File: config.mk
export PLATFORM = sky130hd
export DESIGN_NAME = sim_run_controller
export DESIGN_NICKNAME = d
export VERILOG_FILES = /design/src/rtl/sim_run_controller.sv
export SDC_FILE = /design/constraint.sdc
export NUM_CORES = 1
export LEC_CHECK = 0
export ABC_AREA = 1
export CAP_MARGIN = 0
export CORE_MARGIN = 2
export CORE_UTILIZATION = 40
export DETAILED_ROUTE_END_ITERATION = 12
export HOLD_SLACK_MARGIN = 0.05
export PLACE_DENSITY = 0.62
export SYNTH_ARGS = -nofsm -noshare
export SYNTH_HDL_FRONTEND = slang
export SYNTH_SLANG_ARGS = --single-unit
File: constraint.sdc
create_clock -name clk -period 3.7 [get_ports clk]
set_input_delay 0.555 -clock clk [delete_from_list [all_inputs] [get_ports clk]]
set_output_delay 0.555 -clock clk [all_outputs]
set_load 0.005 [all_outputs]
File: src/rtl/sim_run_controller.sv
// sim_run_controller: run controller sitting between bench clock/reset and a
// single-cycle processor core. Stretches reset, drives a clock-enable, counts
// executed cycles, detects a halt (PC stable) and enforces a cycle watchdog.
// Optional build macro: RUN_CTRL_STEP_EN adds step_mode/step single-step control.
module sim_run_controller #(
    parameter int unsigned ADDR_W      = 32,
    parameter int unsigned CNT_W       = 32,
    parameter int unsigned RST_CYCLES  = 2,
    parameter int unsigned HALT_CYCLES = 4,
    parameter int unsigned MAX_CYCLES  = 1000
) (
    input  logic              clk,
    input  logic              rst,
    input  logic [ADDR_W-1:0] pc_in,
`ifdef RUN_CTRL_STEP_EN
    input  logic              step_mode,
    input  logic              step,
`endif
    output logic              proc_rst,
    output logic              proc_en,
    output logic [CNT_W-1:0]  cycle_cnt,
    output logic [1:0]        state,
    output logic              done,
    output logic              timeout,
    output logic [ADDR_W-1:0] halt_pc
);

    localparam int unsigned RW_RAW = $clog2(RST_CYCLES + 1);
    localparam int unsigned RW     = (RW_RAW < 1) ? 1 : RW_RAW;
    localparam int unsigned SW_RAW = $clog2(HALT_CYCLES + 1);
    localparam int unsigned SW     = (SW_RAW < 1) ? 1 : SW_RAW;
    localparam int unsigned CW1    = CNT_W + 1;

    typedef enum logic [1:0] {
        S_RESET_HOLD = 2'd0,
        S_RUN        = 2'd1,
        S_HALTED     = 2'd2,
        S_TIMEOUT    = 2'd3
    } state_e;

    state_e              state_q, state_d;
    logic                proc_rst_q, proc_rst_d;
    logic                proc_en_q, proc_en_d;
    logic [CNT_W-1:0]    cycle_cnt_q, cycle_cnt_d;
    logic                done_q, done_d;
    logic                timeout_q, timeout_d;
    logic [ADDR_W-1:0]   halt_pc_q, halt_pc_d;
    logic [RW-1:0]       rst_cnt_q, rst_cnt_d;
    logic [SW-1:0]       stable_cnt_q, stable_cnt_d;
    logic [ADDR_W-1:0]   last_pc_q, last_pc_d;

    logic                run_en_c;
    logic                pc_same_c;
    logic                halt_hit_c;
    logic                timeout_hit_c;

`ifdef RUN_CTRL_STEP_EN
    logic                step_q;

    // Registered copy of step for rising-edge detection.
    always_ff @(posedge clk or posedge rst) begin
        if (rst) step_q <= 1'b0;
        else     step_q <= step;
    end

    // In step mode the core is enabled only for the cycle after a step rise.
    always_comb begin
        run_en_c = step_mode ? (step & ~step_q) : 1'b1;
    end
`else
    // Without step control the core runs continuously while in RUN.
    always_comb begin
        run_en_c = 1'b1;
    end
`endif

    // Halt and watchdog conditions evaluated against the current active edge.
    always_comb begin
        pc_same_c     = (pc_in == last_pc_q);
        halt_hit_c    = (HALT_CYCLES != 0) && pc_same_c &&
                        ((32'(stable_cnt_q) + 32'd1) == HALT_CYCLES);
        timeout_hit_c = (MAX_CYCLES != 0) &&
                        ((CW1'(cycle_cnt_q) + CW1'(1)) == CW1'(MAX_CYCLES));
    end

    // State register and all registered outputs.
    always_ff @(posedge clk or posedge rst) begin
        if (rst) begin
            state_q      <= S_RESET_HOLD;
            proc_rst_q   <= 1'b1;
            proc_en_q    <= 1'b0;
            cycle_cnt_q  <= '0;
            done_q       <= 1'b0;
            timeout_q    <= 1'b0;
            halt_pc_q    <= '0;
            rst_cnt_q    <= '0;
            stable_cnt_q <= '0;
            last_pc_q    <= '0;
        end else begin
            state_q      <= state_d;
            proc_rst_q   <= proc_rst_d;
            proc_en_q    <= proc_en_d;
            cycle_cnt_q  <= cycle_cnt_d;
            done_q       <= done_d;
            timeout_q    <= timeout_d;
            halt_pc_q    <= halt_pc_d;
            rst_cnt_q    <= rst_cnt_d;
            stable_cnt_q <= stable_cnt_d;
            last_pc_q    <= last_pc_d;
        end
    end

    // Next-state and output logic; halted/timeout states hold everything.
    always_comb begin
        state_d      = state_q;
        proc_rst_d   = proc_rst_q;
        proc_en_d    = proc_en_q;
        cycle_cnt_d  = cycle_cnt_q;
        done_d       = done_q;
        timeout_d    = timeout_q;
        halt_pc_d    = halt_pc_q;
        rst_cnt_d    = rst_cnt_q;
        stable_cnt_d = stable_cnt_q;
        last_pc_d    = last_pc_q;

        unique case (state_q)
            S_RESET_HOLD: begin
                rst_cnt_d    = rst_cnt_q + RW'(1);
                last_pc_d    = pc_in;
                stable_cnt_d = '0;
                if (rst_cnt_q == RW'(RST_CYCLES - 1)) begin
                    state_d    = S_RUN;
                    proc_rst_d = 1'b0;
                    proc_en_d  = run_en_c;
                end
            end
            S_RUN: begin
                proc_en_d = run_en_c;
                if (proc_en_q) begin
                    cycle_cnt_d  = (cycle_cnt_q == {CNT_W{1'b1}}) ? cycle_cnt_q
                                                                   : cycle_cnt_q + CNT_W'(1);
                    last_pc_d    = pc_in;
                    stable_cnt_d = pc_same_c ? stable_cnt_q + SW'(1) : '0;
                    if (halt_hit_c) begin
                        state_d   = S_HALTED;
                        done_d    = 1'b1;
                        proc_en_d = 1'b0;
                        halt_pc_d = pc_in;
                    end else if (timeout_hit_c) begin
                        state_d   = S_TIMEOUT;
                        done_d    = 1'b1;
                        timeout_d = 1'b1;
                        proc_en_d = 1'b0;
                    end
                end
            end
            default: begin
                proc_en_d = 1'b0;
            end
        endcase
    end

    assign proc_rst  = proc_rst_q;
    assign proc_en   = proc_en_q;
    assign cycle_cnt = cycle_cnt_q;
    assign state     = state_q;
    assign done      = done_q;
    assign timeout   = timeout_q;
    assign halt_pc   = halt_pc_q;

endmodule

==> results.md, run 1 <==
- Setup TNS: 0 ps
- Synthesized area per cell: roughly 7.3 um2
- Start point of the critical path: pc_in[0]
- Worst-path clk slew: around 80 ps
- P per Cell Area: about 320 nW/um2
- Leak: 3.30 nW
- Worst-Margin Slew: 980 ps
- Synthesized flop and latch total: 107
- Hold Path Stages: 2
- Maximum vdd drop: about 210 uV
- Synth unique cells: 34
- Psw: around 0.51 mW
- Post-synth net total: between 800 and 900
- Starting density of the core: between 40% and 50%
- FF-to-FF Start: cycle_cnt[0]
- Worst Hold End: halt_pc[18]
- Sink Count: about 110
- Critical path's slowest cell: clkdlybuf4s50_1
- Final Hold Viols: 0
- HP Start: halt_pc[18]
- R2R Setup Slk: around 1300 ps
- Finished Core Util: ~52%
- Top_reg_cell synth: dfrtp_1
- CTS Hold Bufs: 0
- Crit share post-route: roughly two thirds
- Outcome: finished clean
- Buf/Inv on CP: 2
- Remaining DRCs: 0
- Die height: 124 um
- Final WL: 14,800 um
- Crit path time final: 2540 ps
- WL/cell: between 10 and 15 um
- Fillcell total: about 1,300
- IO Count: around 100
- Via count: ~5,300
- Root buffer cell: clkbuf_16
- Worst setup EP type: flop
- Slew Limit Headroom: between 30% and 40%
- Vias in the first global route: roughly 5,100
- Fmax: between 300 and 400 MHz
- CORE AREA: 13,900 um2
- Syn Inst Count: a little under 800
- Comb pwr share: 4.0%
- Max Slew Vio Count: 0
- Fin Clk Skew: 11.0 ps
- Drt initial violations: ~340
- Tot Pwr: ~2.3 mW
- Worst Path Class, Setup: input pin to flop
- Register area share after synthesis: between 40% and 50%
- Place WS: between 700 and 800 ps
- Nets: 918
- Clk_lat worst skew: 360 ps
- Yosys warns: 0
- Critical path cell sequence: clkdlybuf4s50_1 > xnor2_1 > nand2_1 > nor2_1 > nand3_1 > nor2_1 > and2_1 > nand3_2 > inv_1 > nand2_2 > o21ai_0
- Most frequent CP cell: nor2_1
- Area Growth Syn to Fin: 26.6%
- RSZ-0062 raised after global routing: no
- Post-CTS Setup Inserts: 0
- ANT cells: 0
- Final ANT Viol Nets: 0
- Overall Global Routing Usage: between 20% and 30%
- RR Endpoint: cycle_cnt[30]
- Post-synth EDFFs: 0
- Worst Setup Start Kind: input pin
- CP Data Arrival Time: about 2800 ps
- R2R cell count: 10
- Global-route wire length before repair: between 20,000 and 25,000 um
- Flop pwr share: about half
- Crit path max-delay family: simple AND/OR/NAND/NOR gates
- Post-detail-place hpwl: 10,700 um
- Worst Hold Margin: roughly 480 ps
- Switching Fraction: a little over a fifth
- CTS max path bufs: 2
- Largest net degree at the start of global routing: between 70 and 80
- Pint: 1.81 mW
- Critical-path maximum fanout: 36
- Worst setup margin: about 1200 ps
- Cell row count: 43
- Total gr overflow: 0
- HP Class: flop to flop
- Total CTS buffers: 9
- Die Span X: ~120 um
- Pre-antenna DRT Iters: 5
- Via/cell ratio: about 5
- Gpl congestion: between 0.8 and 0.9
- H-tree levels: 3
- CTS-repair resized insts: 0
- Mapped Area: around 5700 um2
- Critical path required time: slightly below 4000 ps
- CTS tree: yes
- Max-cap viol count: 0
- Setup Viol. Count Final: 0
- Worst path max stage delay: approximately 520 ps
- Share of post-route cells with drive strength above 1: approximately 5.0%
- Clock group share of total power: 45.7%
- Die ar.: 15,300 um2
- Share of async-settable or async-resettable flops after synthesis: 100%
- Initial antenna violation count: 0
- PortBufs: 103
==> how the worst max path moves through the flow <==
stage / to / slack (ps) / depth (start not counted)
2_1_floorplan: cycle_cnt[0] / 330 / 1
3_3_place_gp: halt_pc[17] / 870 / 11
3_5_place_dp: halt_pc[21] / 760 / 11
4_1_cts: halt_pc[21] / 1120 / 11
5_1_grt: halt_pc[17] / 880 / 11
6_report: halt_pc[21] / 1160 / 11
==> state kept, by name (all words and copies together) (netlist names), 2 cells and up <==
signal and count:
cycle_cnt 32, halt_pc 32, last_pc_q 32, stable_cnt_q 3, rst_cnt_q 2, state 2
==> metal layers <==
metal | wire [um] | vias to the layer above | global-route usage [%] | part of all wire (%)
met5 | 0 | - | 0 | 0
met4 | 230 | 0 | 7.24 | 1.6
met3 | 918 | 16 | 4.40 | 6.2
met2 | 6910 | 145 | 33.1 | 47
met1 | 6740 | 2507 | 26.8 | 46
li1 | - | 2634 | - | -
==> logic make-up (layout without fill, tap and decap cells) <==
| family | after synthesis | count (layout) | synth area share, % |
|---|---|---|---|
| XOR/XNOR | 34 | 34 | 5.19 |
| adder cells (fa/ha/maj) | 3 | 3 | 0.654 |
| buffers and inverters | 75 | 177 | 5.29 |
| AND/OR/NAND/NOR | 519 | 519 | 38.1 |
| AO/OA/AOI/OAI | 46 | 46 | 4.16 |
| flip-flops | 107 | 107 | 46.6 |
==> metrics by stage <==
| stage | instances | cell area [um2] |
|---|---|---|
| floorplan | 784 | 5740 |
| global placement | 1050 | 6950 |
| detailed placement | 1050 | 6950 |
| CTS | 1066 | 7270 |
| global route | 1066 | 7270 |
| finish | 1066 | 7270 |
==> synthesized netlist by cell type, types with 3 or more instances <==
cell / number / share of area (%)
nand2_1: 334 / 22
dfrtp_1: 106 / 46
nor2_1: 88 / 5.8
nand3_1: 62 / 5.4
inv_1: 52 / 3.4
o21ai_0: 34 / 3.0
xor2_1: 22 / 3.4
xnor2_1: 12 / 1.8
buf_2: 9 / 0.78
clkbuf_1: 9 / 0.59
nor2_4: 6 / 1.2
nand2_2: 5 / 0.54
nand4_1: 5 / 0.54
o21ai_1: 5 / 0.44
buf_4: 3 / 0.39
ha_1: 3 / 0.65
nand2_4: 3 / 0.59
nand3b_1: 3 / 0.39
nor3_1: 3 / 0.26
==> worst reg2reg max path: stages, from the launching register on <==
cell and delay, ps:
dfrtp_1 460, ha_1 240, nand2_2 120, nor2_8 170, nand2_4 90, nor2_4 190
nand4_2 210, nand2_4 240, inv_2 320, nor2_1 200, a31oi_1 60
==> cell type report <==
class / instances / area (um2) / share of cell area [%]
flip-flops and latches: 107 / 2680 / 36.8
clock buffers: 10 / 229 / 3.15
well taps: 180 / 225 / 3.10
repair buffers: 107 / 1070 / 14.8
inverters: 54 / 205 / 2.82
clock inverters: 6 / 93.8 / 1.29
multi-input cells: 602 / 2770 / 38.0
==> power by group through the flow <==
stage / Sequential [mW] / Combinational, mW / Clock, mW
2_1_floorplan: 1.19 / 0.0340 / 0
3_3_place_gp: 1.19 / 0.0947 / 0
3_5_place_dp: 1.19 / 0.0962 / 0
4_1_cts: 1.17 / 0.0964 / 1.08
5_1_grt: 1.17 / 0.104 / 1.12
6_report: 1.17 / 0.0934 / 1.06
==> placed cells by master, fill, tap and decap left out, types with 2 or more instances in the layout <==
cell and instances:
o21ai_1 5, clkdlybuf4s50_1 103, clkbuf_16 9, nand2_2 5, nor2_1 88, nand2_4 3, bufinv_16 2, and2_1 2
inv_2 2, inv_1 51, nand3_1 62, buf_4 3, xor2_1 22, a21oi_1 2, nor3_1 3, nand3b_1 3
inv_6 2, o21ai_0 34, nor2_4 6, dfrtp_1 106, xnor2_1 12, or2_2 2, nand4_1 5, nand2_1 334
a31oi_1 2, ha_1 3
Note: power is estimated with default switching activity, not from simulation.
==> inputs of run 2 (changes only) <==
- PLACE_DENSITY: 0.62 -> 0.64
- clock period: 3.7 -> 2.05 ns (I/O delays scaled with it)
==> run 2 against run 1 <==
Compared with the run above: global-route usage grew 0.19 points; first-iteration DRC count shrank 13%; routed wire length grew 3.3%; sequential power grew 80%; core utilization grew 4.8 points; hold slack lost 58 ps; non-clock buffer count grew 59.
==> results.md, run 2 (synthesized netlist as in run 1, its figures left out) <==
- Outcome: finished clean (unchanged)
- Vias in the first global route: 5,008 (was 5,123)
- Post-detail-place hpwl: 10,800 um (was 10,700 um)
- Worst setup EP type: flop (unchanged)
- Drt initial violations: 293 (was 335)
- Initial antenna violation count: 0 (unchanged)
- Slew Limit Headroom: 29.8% (was 34.6%)
- Maximum vdd drop: 309 uV (was 211 uV)
- Worst Setup Start Kind: flop (was input pin)
- CP Data Arrival Time: 2270 ps (was 2800 ps)
- CTS tree: yes (unchanged)
- Global-route wire length before repair: 24,400 um (about the same)
- Area Growth Syn to Fin: 38.3% (was 26.6%)
- Clk_lat worst skew: 350 ps (was 360 ps)
- Pre-antenna DRT Iters: 5 (unchanged)
- Root buffer cell: clkbuf_16 (unchanged)
- Die ar.: 15,300 um2 (unchanged)
- Total gr overflow: 0 (unchanged)
- Max Slew Vio Count: 0 (unchanged)
- CORE AREA: 13,900 um2 (unchanged)
- RSZ-0062 raised after global routing: yes (was no)
- Cell row count: 43 (unchanged)
- Fmax: 495 MHz
- Final Hold Viols: 0 (unchanged)
- Most frequent cells in the layout: 319 x nand2_1, 103 x clkdlybuf4s50_1, 101 x dfrtp_1, 67 x nor2_1, 58 x nand3_1 (was 334 x nand2_1, 106 x dfrtp_1, 103 x clkdlybuf4s50_1, 88 x nor2_1, 62 x nand3_1)
- Worst-path clk slew: 70 ps (was 80 ps)
- Die height: 124 um (unchanged)
- Starting density of the core: 41.2% (unchanged)
- Commonest non-fill, non-tap cell in the layout: nand2_1 (unchanged)
- Critical path required time: 2300 ps (was 3960 ps)
- Leak: 3.67 nW (was 3.30 nW)
- Share of post-route cells with drive strength above 1: 15.9% (was 4.97%)
- Final ANT Viol Nets: 0 (unchanged)
- Multi-input gate area: 2940 um2 (was 2770 um2)
- Die Span X: 124 um (unchanged)
- Nets: 977 (was 918)
- Worst Path Class, Setup: flop to flop (was input pin to flop)
- Total CTS buffers: 9 (unchanged)
- Register Area: 2690 um2 (was 2680 um2)
- HP Class: input pin to async pin (was flop to flop)
- CTS max path bufs: 2 (unchanged)
- Fillcell total: 1,295 (was 1,334)
- P per Cell Area: 497 nW/um2 (was 320 nW/um2)
- Setup Viol. Count Final: 0 (unchanged)
- Remaining DRCs: 0 (unchanged)
- H-tree levels: 3 (unchanged)
- Final Cell Area: 7940 um2 (was 7270 um2)
- Sink Count: 107 (unchanged)
- Fin Clk Skew: 5.53 ps (was 11.0 ps)
- PortBufs: 103 (unchanged)
- CTS Hold Bufs: 0 (unchanged)
- Via/cell ratio: 4.80 (was 4.97)
- Critical-path maximum fanout: 6 (was 36)
- Largest net degree at the start of global routing: 45 (was 72)
- R2R cell count: 15 (was 10)
- Worst-Margin Slew: 1050 ps (was 980 ps)
- WL/cell: 13.6 um (was 13.9 um)
- Area after DPL: 7350 um2 (was 6950 um2)
- Via count: 5,398 (was 5,302)
- Crit path time final: around 2000 ps
- Final WL: 15,300 um (was 14,800 um)
- Gpl congestion: 0.885 (was 0.863)
- IO Count: 104 (unchanged)
- ANT cells: 0 (unchanged)
- Worst Hold Margin: 419 ps (was 477 ps)
- Overall Global Routing Usage: 20.5% (was 20.4%)
- Max-cap viol count: 0 (unchanged)
- Crit share post-route: a little over nine tenths
run 2: critical path: stages (launching register included):
cell,delay (ps)
dfrtp_1,400
ha_4,180
nand2_4,70
nor2_8,200
nand2_4,100
nor2_4,160
buf_4,150
nand4_4,110
nand2_1,90
nor2_1,50
nand2_1,70
nor2_2,50
nand3_2,80
nand2_1,50
nand2_1,70
nand2_1,60
run 2: power by group:
group          internal [mW]  switching [mW]
Clock                  0.856           0.769
Sequential              2.11               0
Combinational          0.114          0.0990
run 2: worst paths after layout:
| check | start | endpoint | slack, ps |
|---|---|---|---|
| hold reg to reg | done | done | 470 |
| min in group clk | done | done | 470 |
| setup reg to reg | cycle_cnt[1] | done | 30 |
| max in group asynchronous | rst | proc_rst | 1320 |
| setup / recovery | cycle_cnt[1] | done | 30 |
| hold / removal | rst | halt_pc[24] | 420 |
run 2: cell type report:
class                           instances  share of cell area, %
Tap cell                              180                   2.84
Inverter                               54                   2.66
Sequential cell                       107                   33.8
Timing Repair Buffer                  166                   20.2
Clock inverter                          3                  0.315
Multi-Input combinational cell        602                   37.1
Clock buffer                           12                   3.10
run 2: what timing repair did:
| item | 4_1_cts | 5_1_grt |
|---|---|---|
| endpoints found under the setup margin | 6 | 57 |
| gates resized for setup | 3 | 62 |
| setup buffers | 0 | 9 |
| cloned | 0 | 2 |
| endpoints found under the hold margin | 0 | 0 |
| pin swaps | 1 | 27 |
run 2: per-layer routing:
layer / GRT usage [%] / vias up / routed length (um)
li1: - / 2751 / -
met1: 29.5 / 2521 / 7440
met2: 31.1 / 109 / 6890
met3: 3.80 / 17 / 713
met4: 7.24 / 0 / 244
met5: 0 / - / 0
run 2: per-stage QoR:
| step | setup TNS [ps] | setup WS (ps) | std cells | util [%] | total power [mW] |
|---|---|---|---|---|---|
| CTS | 0 | 7.75 | 1113 | 54.8 | 4.00 |
| detailed placement | -8250 | -287 | 1098 | 52.7 | 2.37 |
| global route | -682 | -141 | 1124 | 57.0 | 4.11 |
| finish | 0 | 30.0 | 1124 | 57.0 | 3.95 |
| floorplan | 0 | 238 | 784 | - | 2.21 |
| global placement | -6580 | -226 | 1098 | 52.7 | 2.37 |
==> inputs of run 3 (changes only) <==
- MAX_ROUTING_LAYER: default -> met4
==> run 3 against run 2 <==
Compared with the run above: clock-buffer cell count is the same; core utilization shrank 0.40 points; die area did not move; global-route usage rose by 0.62 points; critical path type unchanged; largest cell class unchanged; largest power group unchanged.
==> results.md, run 3 (synthesized netlist as in run 1, its figures left out) <==
- CTS max path bufs: 2 (unchanged)
- Area Growth Syn to Fin: 37.3% (was 38.3%)
- Clk_lat worst skew: 350 ps (about the same)
- Max Slew Vio Count: 0 (unchanged)
- Pre-antenna DRT Iters: 5 (unchanged)
- WL/cell: 13.4 um (was 13.6 um)
- Final ANT Viol Nets: 0 (unchanged)
- Fin Clk Skew: 5.00 ps (was 5.53 ps)
- HP Class: input pin to async pin (unchanged)
- Die Span X: 124 um (unchanged)
- Via count: 5,394 (was 5,398)
- Most frequent cells in the layout: 319 x nand2_1, 103 x clkdlybuf4s50_1, 101 x dfrtp_1, 67 x nor2_1, 58 x nand3_1 (unchanged)
- Fmax: 495 MHz (about the same)
- Die ar.: 15,300 um2 (unchanged)
- Remaining DRCs: 0 (unchanged)
- Largest net degree at the start of global routing: 45 (unchanged)
- Commonest non-fill, non-tap cell in the layout: nand2_1 (unchanged)
- Drt initial violations: 358 (was 293)
- Global-route wire length before repair: 24,400 um (about the same)
- Slew Limit Headroom: 29.9% (was 29.8%)
- Worst path max stage delay: 400 ps (about the same)
- Initial antenna violation count: 0 (unchanged)
- Critical path cell sequence: ha_4 > nand2_4 > nor2_8 > nand2_4 > nor2_4 > buf_4 > nand4_4 > nand2_1 > nor2_1 > nand2_1 > nor2_2 > nand3_2 > nand2_1 > nand2_1 > nand2_1 (unchanged)
- Vias in the first global route: 5,016 (was 5,008)
- ANT cells: 0 (unchanged)
- Cells after DPL: 1,098 (unchanged)
- Root buffer cell: clkbuf_16 (unchanged)
- Gpl congestion: 0.899 (was 0.885)
- Worst Setup Start Kind: flop (unchanged)
- Worst setup margin: 29.5 ps (was 30.0 ps)
- Nets: 975 (was 977)
- Leak: 3.62 nW (was 3.67 nW)
- Sink Count: 107 (unchanged)
- Die height: 124 um (unchanged)
- Starting density of the core: 41.2% (unchanged)
- Crit share post-route: 98.6% (was 98.5%)
- Final Hold Viols: 0 (unchanged)
- Worst Path Class, Setup: flop to flop (unchanged)
- Maximum vdd drop: 312 uV (was 309 uV)
- Max-cap viol count: 0 (unchanged)
- RSZ-0062 raised after global routing: yes (unchanged)
- Total CTS buffers: 9 (unchanged)
- Crit path time final: 2020 ps (about the same)
- Via/cell ratio: 4.81 (was 4.80)
- Total gr overflow: 0 (unchanged)
- H-tree levels: 3 (unchanged)
- Critical path required time: 2300 ps (about the same)
- IO Count: 104 (unchanged)
- Cell row count: 43 (unchanged)
- Worst setup EP type: flop (unchanged)
- Worst Hold Margin: 417 ps (was 419 ps)
- Most frequent CP cell: nand2_1 (unchanged)
- Worst-path clk slew: 70 ps (about the same)
- CP Data Arrival Time: 2270 ps (about the same)
- Finished Layout Cells: 1,122 (was 1,124)
- CTS tree: yes (unchanged)
- CTS Hold Bufs: 0 (unchanged)
- Setup Viol. Count Final: 0 (unchanged)
- Critical path's slowest cell: dfrtp_1 (unchanged)
- P per Cell Area: 501 nW/um2 (was 497 nW/um2)
- Final WL: 15,000 um (was 15,300 um)
- CORE AREA: 13,900 um2 (unchanged)
- Share of post-route cells with drive strength above 1: 15.7% (was 15.9%)
- Worst-Margin Slew: 1050 ps (about the same)
- Place WS: -287 ps (unchanged)
- Setup TNS: 0 ps (unchanged)
- Critical-path maximum fanout: 6 (unchanged)
- Outcome: finished clean (unchanged)
- Post-detail-place hpwl: 10,800 um (unchanged)
- PortBufs: 103 (unchanged)
- Overall Global Routing Usage: 21.2% (was 20.5%)
run 3: final cells by class:
| type | count | area [um2] |
|---|---|---|
| Tap cell | 180 | 225 |
| Clock buffer | 12 | 246 |
| Sequential cell | 107 | 2690 |
| Timing Repair Buffer | 164 | 1550 |
| Inverter | 54 | 211 |
| Fill cell | 1299 | 6050 |
| Multi-Input combinational cell | 602 | 2940 |
| Clock inverter | 3 | 25.0 |
run 3: timing repair:
item	4_1_cts	5_1_grt
pin swaps	1	27
endpoints found under the setup margin	6	57
setup buffers	0	9
gates resized for setup	3	61
run 3: per-stage QoR:
step                utilization (%)  power, mW  area, um2
global placement               52.7       2.37       7350
finish                         56.6       3.95       7890
detailed placement             52.7       2.37       7350
floorplan                         -       2.21       5750
global route                   56.6       4.11       7890
CTS                            54.8       4.00       7630
run 3: layer usage:
layer	vias up	track usage [%]	wire length, um	part of all wire [%]
li1	2753	-	-	-
met1	2522	29.6	7290	49
met2	104	31.1	6800	45
met3	15	4.40	689	4.6
met4	0	6.18	206	1.4
met5	-	-	0	0
run 3: critical path: cells and delay by family, from the launching register on:
kind,cells,cell delay (ps)
fa+ha+maj,1,180
buf+inv,1,150
flops,1,400
simple gates,13,1160
run 3: path summary, 6_finish.rpt:
kind	cells after the start	slack (ps)	startpoint	endpoint
setup / recovery	15	30	cycle_cnt[1]	done
min in group clk	2	470	done	done
max in group asynchronous	3	1330	rst	proc_rst
hold / removal	3	420	rst	last_pc_q[28]
hold reg to reg	2	470	done	done
setup reg to reg	15	30	cycle_cnt[1]	done
run 3: report_power, final:
part | internal [mW] | switching, mW | total (mW)
Sequential | 2.11 | 0 | 2.11
Clock | 0.856 | 0.772 | 1.63
Combinational | 0.114 | 0.0990 | 0.213
